File: src/rtl/qnr_div_pkg.sv
// ============================================================================
// Module  : qnr_div_pkg
// Brief   : Shared defaults, tag type and saturation value for the divider scheduler.
// Revision: 1.0
// ============================================================================
`default_nettype none

package qnr_div_pkg;

  localparam int QNR_DIV_NREQ = 3;
  localparam int QNR_DIV_DW   = 12;
  localparam int QNR_DIV_QW   = 8;
  localparam int QNR_DIV_IDW  = (QNR_DIV_NREQ > 1) ? $clog2(QNR_DIV_NREQ) : 1;

  localparam logic [QNR_DIV_DW-1:0] QNR_DIV_SAT = {QNR_DIV_DW{1'b1}};

  typedef struct packed {
    logic                   valid;
    logic [QNR_DIV_IDW-1:0] id;
    logic                   dz;
  } qnr_div_tag_t;

endpackage

`default_nettype wire

File: src/rtl/qnr_div_rsp_fifo.sv
// ============================================================================
// Module  : qnr_div_rsp_fifo
// Brief   : Per-requester response FIFO, circular buffer with occupancy count.
// Revision: 1.0
// ============================================================================
`default_nettype none

module qnr_div_rsp_fifo
  import qnr_div_pkg::*;
#(
  parameter int DEPTH = 4,
  parameter int W     = QNR_DIV_DW
) (
  input  logic         clk,
  input  logic         rst,
  input  logic         push_i,
  input  logic [W-1:0] data_i,
  input  logic         pop_i,
  output logic [W-1:0] data_o,
  output logic         full_o,
  output logic         empty_o
);

  localparam int c_pw = (DEPTH > 1) ? $clog2(DEPTH) : 1;
  localparam int c_cw = $clog2(DEPTH + 1);

  logic [W-1:0]    mem_q [DEPTH];
  logic [c_pw-1:0] wr_q, wr_d;
  logic [c_pw-1:0] rd_q, rd_d;
  logic [c_cw-1:0] cnt_q, cnt_d;
  logic            do_push, do_pop;

  function automatic logic [c_pw-1:0] ptr_inc(input logic [c_pw-1:0] p);
    return (p == c_pw'(DEPTH - 1)) ? '0 : p + 1'b1;
  endfunction

  assign full_o  = (cnt_q == c_cw'(DEPTH));
  assign empty_o = (cnt_q == '0);
  assign data_o  = mem_q[rd_q];
  assign do_push = push_i && !full_o;
  assign do_pop  = pop_i && !empty_o;

  always_comb begin
    wr_d  = do_push ? ptr_inc(wr_q) : wr_q;
    rd_d  = do_pop ? ptr_inc(rd_q) : rd_q;
    cnt_d = cnt_q + c_cw'(do_push) - c_cw'(do_pop);
  end

  always_ff @(posedge clk or posedge rst) begin
    if (rst) begin
      wr_q  <= '0;
      rd_q  <= '0;
      cnt_q <= '0;
    end else begin
      wr_q  <= wr_d;
      rd_q  <= rd_d;
      cnt_q <= cnt_d;
    end
  end

  // Payload storage carries no reset; occupancy alone defines validity.
  always_ff @(posedge clk) begin
    if (do_push) mem_q[wr_q] <= data_i;
  end

endmodule

`default_nettype wire

File: src/rtl/qnr_div_sched.sv
// ============================================================================
// Module  : qnr_div_sched
// Brief   : Credit-gated round-robin issue scheduler for the shared pipelined divider.
// Revision: 1.0
// ============================================================================
`default_nettype none

module qnr_div_sched
  import qnr_div_pkg::*;
#(
  parameter int NREQ       = QNR_DIV_NREQ,
  parameter int DW         = QNR_DIV_DW,
  parameter int QW         = QNR_DIV_QW,
  parameter int DIV_LAT    = 12,
  parameter int OBUF_DEPTH = 4
) (
  input  logic              clk,
  input  logic              rst,
  input  logic [NREQ-1:0]    req_valid_i,
  output logic [NREQ-1:0]    req_ready_o,
  input  logic [NREQ*DW-1:0] req_dividend_i,
  input  logic [NREQ*QW-1:0] req_divisor_i,
  output logic               div_en_o,
  output logic [DW-1:0]      div_dividend_o,
  output logic [QW-1:0]      div_divisor_o,
  input  logic [DW-1:0]      div_q_i,
  output logic [NREQ-1:0]    rsp_valid_o,
  input  logic [NREQ-1:0]    rsp_ready_i,
  output logic [NREQ*DW-1:0] rsp_q_o,
  output logic               busy_o
);

  localparam int c_cw = $clog2(OBUF_DEPTH + 1);

  logic [c_cw-1:0]        credit_q [NREQ];
  logic [c_cw-1:0]        credit_d [NREQ];
  logic [QNR_DIV_IDW-1:0] last_q, last_d;
  logic [NREQ-1:0]        elig, grant;
  logic                   accept;
  logic [QNR_DIV_IDW-1:0] gid;
  int                     idx;
  logic [DW-1:0]          sel_dividend;
  logic [QW-1:0]          sel_divisor;

  qnr_div_tag_t           tag_q [DIV_LAT+1];
  logic [DW-1:0]          div_dividend_q;
  logic [QW-1:0]          div_divisor_q;

  logic [NREQ-1:0]        retire_hit, fifo_push, fifo_pop, fifo_full, fifo_empty;
  logic [DW-1:0]          push_data;

  always_comb begin
    elig = '0;
    for (int i = 0; i < NREQ; i++) elig[i] = req_valid_i[i] && (credit_q[i] != '0);
  end

  always_comb begin
    grant  = '0;
    accept = 1'b0;
    gid    = '0;
    idx    = 0;
    for (int k = 1; k <= NREQ; k++) begin
      idx = (int'(last_q) + k) % NREQ;
      if (!accept && elig[idx]) begin
        accept     = 1'b1;
        grant[idx] = 1'b1;
        gid        = QNR_DIV_IDW'(idx);
      end
    end
    if (rst) begin
      grant  = '0;
      accept = 1'b0;
    end
  end

  assign req_ready_o  = grant;
  assign sel_dividend = req_dividend_i[int'(gid)*DW +: DW];
  assign sel_divisor  = req_divisor_i[int'(gid)*QW +: QW];

  always_comb begin
    last_d = accept ? gid : last_q;
    for (int i = 0; i < NREQ; i++)
      credit_d[i] = credit_q[i] + c_cw'(fifo_pop[i]) - c_cw'(grant[i]);
  end

  always_ff @(posedge clk or posedge rst) begin
    if (rst) begin
      last_q <= QNR_DIV_IDW'(NREQ - 1);
      for (int i = 0; i < NREQ; i++) credit_q[i] <= c_cw'(OBUF_DEPTH);
    end else begin
      last_q <= last_d;
      for (int i = 0; i < NREQ; i++) credit_q[i] <= credit_d[i];
    end
  end

  // Stage 0 is the issue register itself; stage DIV_LAT lines up with div_q.
  always_ff @(posedge clk or posedge rst) begin
    if (rst) begin
      for (int k = 0; k <= DIV_LAT; k++) tag_q[k] <= '0;
      div_dividend_q <= '0;
      div_divisor_q  <= '0;
    end else begin
      tag_q[0] <= '{valid: accept, id: gid, dz: (sel_divisor == '0)};
      for (int k = 1; k <= DIV_LAT; k++) tag_q[k] <= tag_q[k-1];
      if (accept) begin
        div_dividend_q <= sel_dividend;
        div_divisor_q  <= sel_divisor;
      end
    end
  end

  assign div_en_o       = tag_q[0].valid;
  assign div_dividend_o = div_dividend_q;
  assign div_divisor_o  = div_divisor_q;
  assign push_data      = tag_q[DIV_LAT].dz ? {DW{QNR_DIV_SAT[0]}} : div_q_i;

  for (genvar i = 0; i < NREQ; i++) begin : g_rsp
    assign retire_hit[i]  = tag_q[DIV_LAT].valid && (tag_q[DIV_LAT].id == QNR_DIV_IDW'(i));
    assign fifo_push[i]   = retire_hit[i] && !fifo_full[i];
    assign fifo_pop[i]    = rsp_valid_o[i] && rsp_ready_i[i];
    assign rsp_valid_o[i] = !fifo_empty[i];

    qnr_div_rsp_fifo #(
      .DEPTH (OBUF_DEPTH),
      .W     (DW)
    ) u_fifo (
      .clk     (clk),
      .rst     (rst),
      .push_i  (fifo_push[i]),
      .data_i  (push_data),
      .pop_i   (fifo_pop[i]),
      .data_o  (rsp_q_o[i*DW +: DW]),
      .full_o  (fifo_full[i]),
      .empty_o (fifo_empty[i])
    );
  end

  always_comb begin
    busy_o = !(&fifo_empty);
    for (int k = 0; k <= DIV_LAT; k++) busy_o = busy_o | tag_q[k].valid;
  end

endmodule

`default_nettype wire

File: config.mk
export PLATFORM = sky130hd
export DESIGN_NAME = qnr_div_sched
export DESIGN_NICKNAME = d
export VERILOG_FILES = /design/src/rtl/qnr_div_pkg.sv /design/src/rtl/qnr_div_rsp_fifo.sv /design/src/rtl/qnr_div_sched.sv
export SDC_FILE = /design/constraint.sdc
export NUM_CORES = 1
export LEC_CHECK = 0
export BUFFER_PORTS_ARGS = -buffer_cell sky130_fd_sc_hd__buf_2
export CORE_MARGIN = 2
export CORE_UTILIZATION = 57
export CTS_CLUSTER_SIZE = 20
export DETAILED_ROUTE_END_ITERATION = 10
export GPL_TIMING_DRIVEN = 0
export PLACE_DENSITY = 0.89
export SYNTH_ARGS = -nofsm -noshare
export SYNTH_HDL_FRONTEND = slang
export SYNTH_SLANG_ARGS = --single-unit
File: constraint.sdc
create_clock -name clk -period 4 [get_ports clk]
set_clock_uncertainty 0.1 [all_clocks]
set_input_delay 0.4 -clock clk [delete_from_list [all_inputs] [get_ports clk]]
set_output_delay 0.4 -clock clk [all_outputs]
set_load 0.05 [all_outputs]
==> reports/metrics.cfg, run 1 <==
[floorplanning]
die-area_mm2=0.0188
start_util=0.584
dieWidth_um=137
die_h_um=137
fp-row-count=48
fp.coreArea_mm2=0.0173
io-pin-count=144

[cts]
cts_tree=yes
clockBufferDepth=3
root_buffer=clkbuf_16
htreeDepth=1
cts_hold_buf=1
cts_sinks=248
clk_pin_slew_ps=60
cts_resized=0
postCtsSetupRepairBufs=0
insertion_delay_ps=510
cts_buffers=24

[yosys]
ys_types=61
syn_inst=633
synth_area_mm2=0.0101
synth_flop_cell=edfxtp_1
yosys_warnings=0
synth_top_cells_by_count=edfxtp_1 (144), dfrtp_1 (100), nand2_1 (58)
synth_edf_count=144
syn_avg_cell_area_um2=16.0
synth_most_common_cell=edfxtp_1
yosysSeqAreaShare=0.686
yosysTopAreaCell=edfxtp_1
synth_fp_nets=750
ys_ff_latch=248
synth_top_area_frac=0.428
ys_async_sr_fraction=0.419
synth_area_leaders=edfxtp_1 (43%), dfrtp_1 (25%), mux4_2 (8.0%)

[cells_and_area]
design_area_mm2=0.0119
num_antenna_cells=0
area_growth_pct=17.4
drive_above_1_share=0.305
fin_nets=922

[run_status]
status=complete, no violations

[place]
gp_congestion=0.846
io_buffers=143
placed_area_mm2=0.0111
dp_hpwl_um=13800

[sta]
fmax_mhz=287
setup_viol=0
min_period_ps=3480
finalCritPeriodShare=0.870
slew_headroom=0.400
hold_viol=0
rsz0062_at_grt=false
slew_violations=0
holdWs_ps=106
finalSetupTns_ps=0
worst_pin_slew_ps=895

[setup_path]
cp-start-kind=flop
end_kind=flop
timing.rr.start=last_q[1]$_DFFE_PP1P_
crit_type=reg2reg
required_ps=4340
rr_endpoint=credit_q[8]$_DFF_PP1_
arrival_ps=3820
r2r_slack_ps=520
cp_max_fo=10
r2r_cells=14
critical_path.slowest_cell=dfstp_2
max_stage_delay_ps=550
crit_chain=inv_1 -> ha_1 -> buf_2 -> nor2_1 -> o22ai_1 -> a221oi_1 -> nor2_1 -> ha_1 -> inv_1 -> ha_1 -> inv_1 -> fa_1 -> xnor2_1 -> xnor2_1

[route]
drt_iter0_markers=300
wl_per_cell_um=19.2
drtAntennaViolNets=0
via_per_inst=5.64
routed_wl_um=20200
first_pass_iters=5
num_vias=5913
remaining_drc_errors=0

[global_routing]
gr-usage-all-layers=0.226
antenna_found_initial=1
grt_max_degree=79
grt_pass1_vias=6046
grt_first_pass_wirelength_um=32200
grt_overflow_total=0

[worst_hold_path]
hold_start=req_divisor_i[23]
min_delay_path_depth=3
worstHoldPathType=in2reg
hold_path_end=div_divisor_o[7]$_DFFE_PP0P_

[flow_run]
cap_viol_max_count=0

[pwr]
ir_worst_vdd_mv=0.587
power_density_mw_per_mm2=816
p_leak_nw=4.92
power.total_mw=9.68

[power by group]
| group | total, mW | internal (mW) | switching [mW] |
|---|---|---|---|
| combinational | 3.92 | 1.32 | 2.60 |
| sequential | 3.68 | 3.32 | 0.363 |
| clock | 2.08 | 1.18 | 0.902 |
[state kept, by name (all words and copies together), names as in the netlist]
signal	cells
div_en_o	1
g_rsp.u_fifo.cnt_q	9
tag_q	51
last_q	2
g_rsp.u_fifo.wr_q	6
g_rsp.u_fifo.rd_q	6
g_rsp.u_fifo.mem_q	144
div_dividend_o	12
credit_q	9
div_divisor_o	8
[stage by stage]
step	setup WS [ps]	std cells	util
global placement	-353	1001	0.642
floorplan	283	633	-
global route	180	1048	0.686
finish	519	1048	0.686
detailed placement	599	1002	0.643
CTS	543	1047	0.686
[cells in the final DEF (no fill, tap or decap), types with 15 or more instances in the layout]
master and n:
edfxtp_1 144, buf_2 147, dfrtp_1 100, ha_1 31, mux4_2 36, nor2_1 26
a21o_1 15, inv_1 38, nand2_1 58, clkbuf_16 24, clkbuf_1 22
[worst max path at each step]
stage / start / endpoint
after floorplan: last_q[0]$_DFFE_PP0P_ / credit_q[5]$_DFF_PP1_
after detailed placement: last_q[1]$_DFFE_PP1P_ / credit_q[8]$_DFF_PP1_
after CTS: last_q[1]$_DFFE_PP1P_ / credit_q[8]$_DFF_PP1_
after global placement: rst / g_rsp[0].u_fifo.rd_q[0]$_DFFE_PP0P_
final: last_q[1]$_DFFE_PP1P_ / credit_q[8]$_DFF_PP1_
after global routing: last_q[1]$_DFFE_PP1P_ / credit_q[5]$_DFF_PP1_
[final cells by class]
type,instances,area [µm²]
flip-flops and latches,248,6930
fillers,1113,5430
multi-input cells,316,2820
repair buffers,146,758
clock buffers,34,638
well taps,225,282
plain buffers,27,184
inverters,42,169
clock inverters,10,81.3
[critical path: cells and delay by family (launching register included)]
| kind | cells | cell delay [ps] |
|---|---|---|
| compound gates | 2 | 490 |
| xor+xnor | 2 | 310 |
| fa+ha+maj | 4 | 1060 |
| buf+inv | 4 | 390 |
| flops | 1 | 550 |
| simple gates | 2 | 510 |
[cells by family (layout without fill, tap and decap cells)]
logic type	count (synthesis)	in the layout	share of synthesized area
flops	248	248	0.686
simple gates	147	147	0.0708
compound gates	78	78	0.0608
buf+inv	69	259	0.0347
mux	41	41	0.0857
fa+ha+maj	38	38	0.0514
xor+xnor	12	12	0.0104
[routing by layer]
| layer | vias up | share of wire | global-route usage |
|---|---|---|---|
| li1 | 2687 | - | - |
| met1 | 2929 | 0.40 | 0.285 |
| met2 | 261 | 0.51 | 0.403 |
| met3 | 34 | 0.071 | 0.0433 |
| met4 | 2 | 0.019 | 0.0613 |
| met5 | - | 0.00064 | 0 |
No activity file was read; power rests on OpenSTA's default activity.
==> run 2, diff against run 1 <==
Clock period 4 ns to 3.25 ns, I/O delays scaled along.
==> reports/metrics.cfg, run 2 (synthesized netlist as in run 1, its figures left out) <==
[run_status]
status=complete, no violations

[setup_path]
r2r_slack_ps=70
max_stage_delay_ps=580
critical_path.slowest_cell=dfstp_2
cp_max_fo=6
crit_type=reg2reg
r2r_cells=13
crit_chain=o31a_1 -> mux2i_1 -> a31oi_1 -> o22ai_2 -> a221oi_2 -> nor2_4 -> ha_4 -> inv_1 -> ha_2 -> inv_2 -> fa_2 -> xnor2_2 -> xnor2_1
arrival_ps=3510
end_kind=flop
rr_endpoint=credit_q[8]$_DFF_PP1_
required_ps=3570
timing.rr.start=credit_q[2]$_DFF_PP1_
cp-start-kind=flop

[sta]
fmax_mhz=314
min_period_ps=3180
slew_violations=0
timing.final.ws_setup_ps=68.9
hold_viol=0
worst_pin_slew_ps=1180
slew_headroom=0.210
setup_viol=0
finalCritPeriodShare=0.979

[route]
via_per_inst=5.64
wl_per_cell_um=20.0
drtAntennaViolNets=0
num_vias=5983
routed_wl_um=21200
first_pass_iters=5
remaining_drc_errors=0
drt_iter0_markers=373

[cts]
cts_tree=yes
clk_pin_slew_ps=60
cts_buffers=24
root_buffer=clkbuf_16
clockBufferDepth=3
insertion_delay_ps=510
cts_sinks=248
htreeDepth=1

[cells_and_area]
largest_reg_flops=144
largest_register=g_rsp.u_fifo.mem_q
final_common_cell=buf_2
drive_above_1_share=0.366
regArea_mm2=0.00693
stdcell_count=1060
design_area_mm2=0.0122
area_growth_pct=20.9
final_cell_mix=buf_2 (147), edfxtp_1 (144), dfrtp_1 (98)
num_antenna_cells=0
multi_input_area_mm2=0.00297
fin_nets=934
final_util=0.706
n_fill_cell=1077

[place]
pre_cts_slack_ps=-258
dp_hpwl_um=14100
placed_area_mm2=0.0111
io_buffers=143
dp.cells=1002
gp_congestion=0.833

[floorplanning]
dieWidth_um=137
start_util=0.584
io-pin-count=144
fp.coreArea_mm2=0.0173
die-area_mm2=0.0188
die_h_um=137
fp-row-count=48

[pwr]
p_leak_nw=5.09
power.total_mw=12.5
ir_worst_vdd_mv=0.665
power_density_mw_per_mm2=1020

[flow_run]
cap_viol_max_count=0

[worst_hold_path]
hold_start=req_divisor_i[23]
worstHoldPathType=in2reg
hold_path_end=div_divisor_o[7]$_DFFE_PP0P_
min_delay_path_depth=3

[global_routing]
antenna_found_initial=1
grt_first_pass_wirelength_um=32300
grt_max_degree=60
grt_pass1_vias=5973
grt_overflow_total=0
gr-usage-all-layers=0.228

==> run 2: cell types whose count changed in the layout (fill, tap and decap cells not counted), sizes merged <==
| cell | change |
|---|---|
| clkbuf | -3 |
| inv | +1 |
| buf | +14 |
| clkinv | -1 |
| bufinv | +1 |
==> run 2: layout make-up <==
cell class                      instances  share of cell area
Multi-Input combinational cell        316               0.243
Inverter                               42              0.0138
Timing Repair Buffer                  160              0.0700
Clock buffer                           33              0.0578
Clock inverter                         11              0.0103
Sequential cell                       248               0.568
Tap cell                              225              0.0230
Buffer                                 25              0.0147
==> run 2: critical path, delay by kind of cell (launching register included) <==
kind | cells | cell delay (ps)
multiplexers | 1 | 160
XOR/XNOR | 2 | 300
buffers and inverters | 2 | 90
flip-flops | 1 | 580
AO/OA/AOI/OAI | 4 | 1070
AND/OR/NAND/NOR | 1 | 70
adder cells (fa/ha/maj) | 3 | 740
==> run 2: repair_timing <==
| action | in CTS | in global routing |
|---|---|---|
| buffers inserted | 2 | 13 |
| endpoints found under the setup margin | 8 | 29 |
| pin swaps | 5 | 14 |
| hold endpoints to repair | 56 | 0 |
| hold buffers | 1 | 0 |
| gates resized for setup | 12 | 27 |
==> run 2: layer usage <==
| layer | global-route usage | vias up | share of wire |
|---|---|---|---|
| li1 | - | 2713 | - |
| met1 | 0.295 | 2966 | 0.39 |
| met2 | 0.397 | 261 | 0.52 |
| met3 | 0.0459 | 41 | 0.068 |
| met4 | 0.0607 | 2 | 0.022 |
| met5 | 0 | - | 0.00061 |
==> run 2: how the worst max path moves through the flow <==
| stage | from | endpoint | slack [ps] | cells past startpoint |
|---|---|---|---|---|
| 3_3_place_gp | rst | g_rsp[0].u_fifo.rd_q[1]$_DFFE_PP0P_ | -1090 | 2 |
| 2_1_floorplan | last_q[1]$_DFFE_PP1P_ | credit_q[8]$_DFF_PP1_ | -90 | 15 |
| 5_1_grt | credit_q[2]$_DFF_PP1_ | credit_q[8]$_DFF_PP1_ | -40 | 13 |
| 3_5_place_dp | last_q[1]$_DFFE_PP1P_ | credit_q[8]$_DFF_PP1_ | -260 | 14 |
| 6_report | credit_q[2]$_DFF_PP1_ | credit_q[8]$_DFF_PP1_ | 70 | 13 |
| 4_1_cts | last_q[1]$_DFFE_PP1P_ | credit_q[8]$_DFF_PP1_ | -5 | 16 |
==> run 2: through the flow <==
step,setup TNS (ps),hold slack (ps)
2_1_floorplan,-178,231
3_3_place_gp,-109580,233
3_5_place_dp,-774,235
4_1_cts,-5.28,27.3
5_1_grt,-54.9,57.9
6_report,0,51.9
==> run 2: power by group <==
group | internal [mW] | total [mW] | switching [mW]
logic | 1.77 | 5.08 | 3.31
registers | 4.09 | 4.55 | 0.462
clock network | 1.69 | 2.85 | 1.16
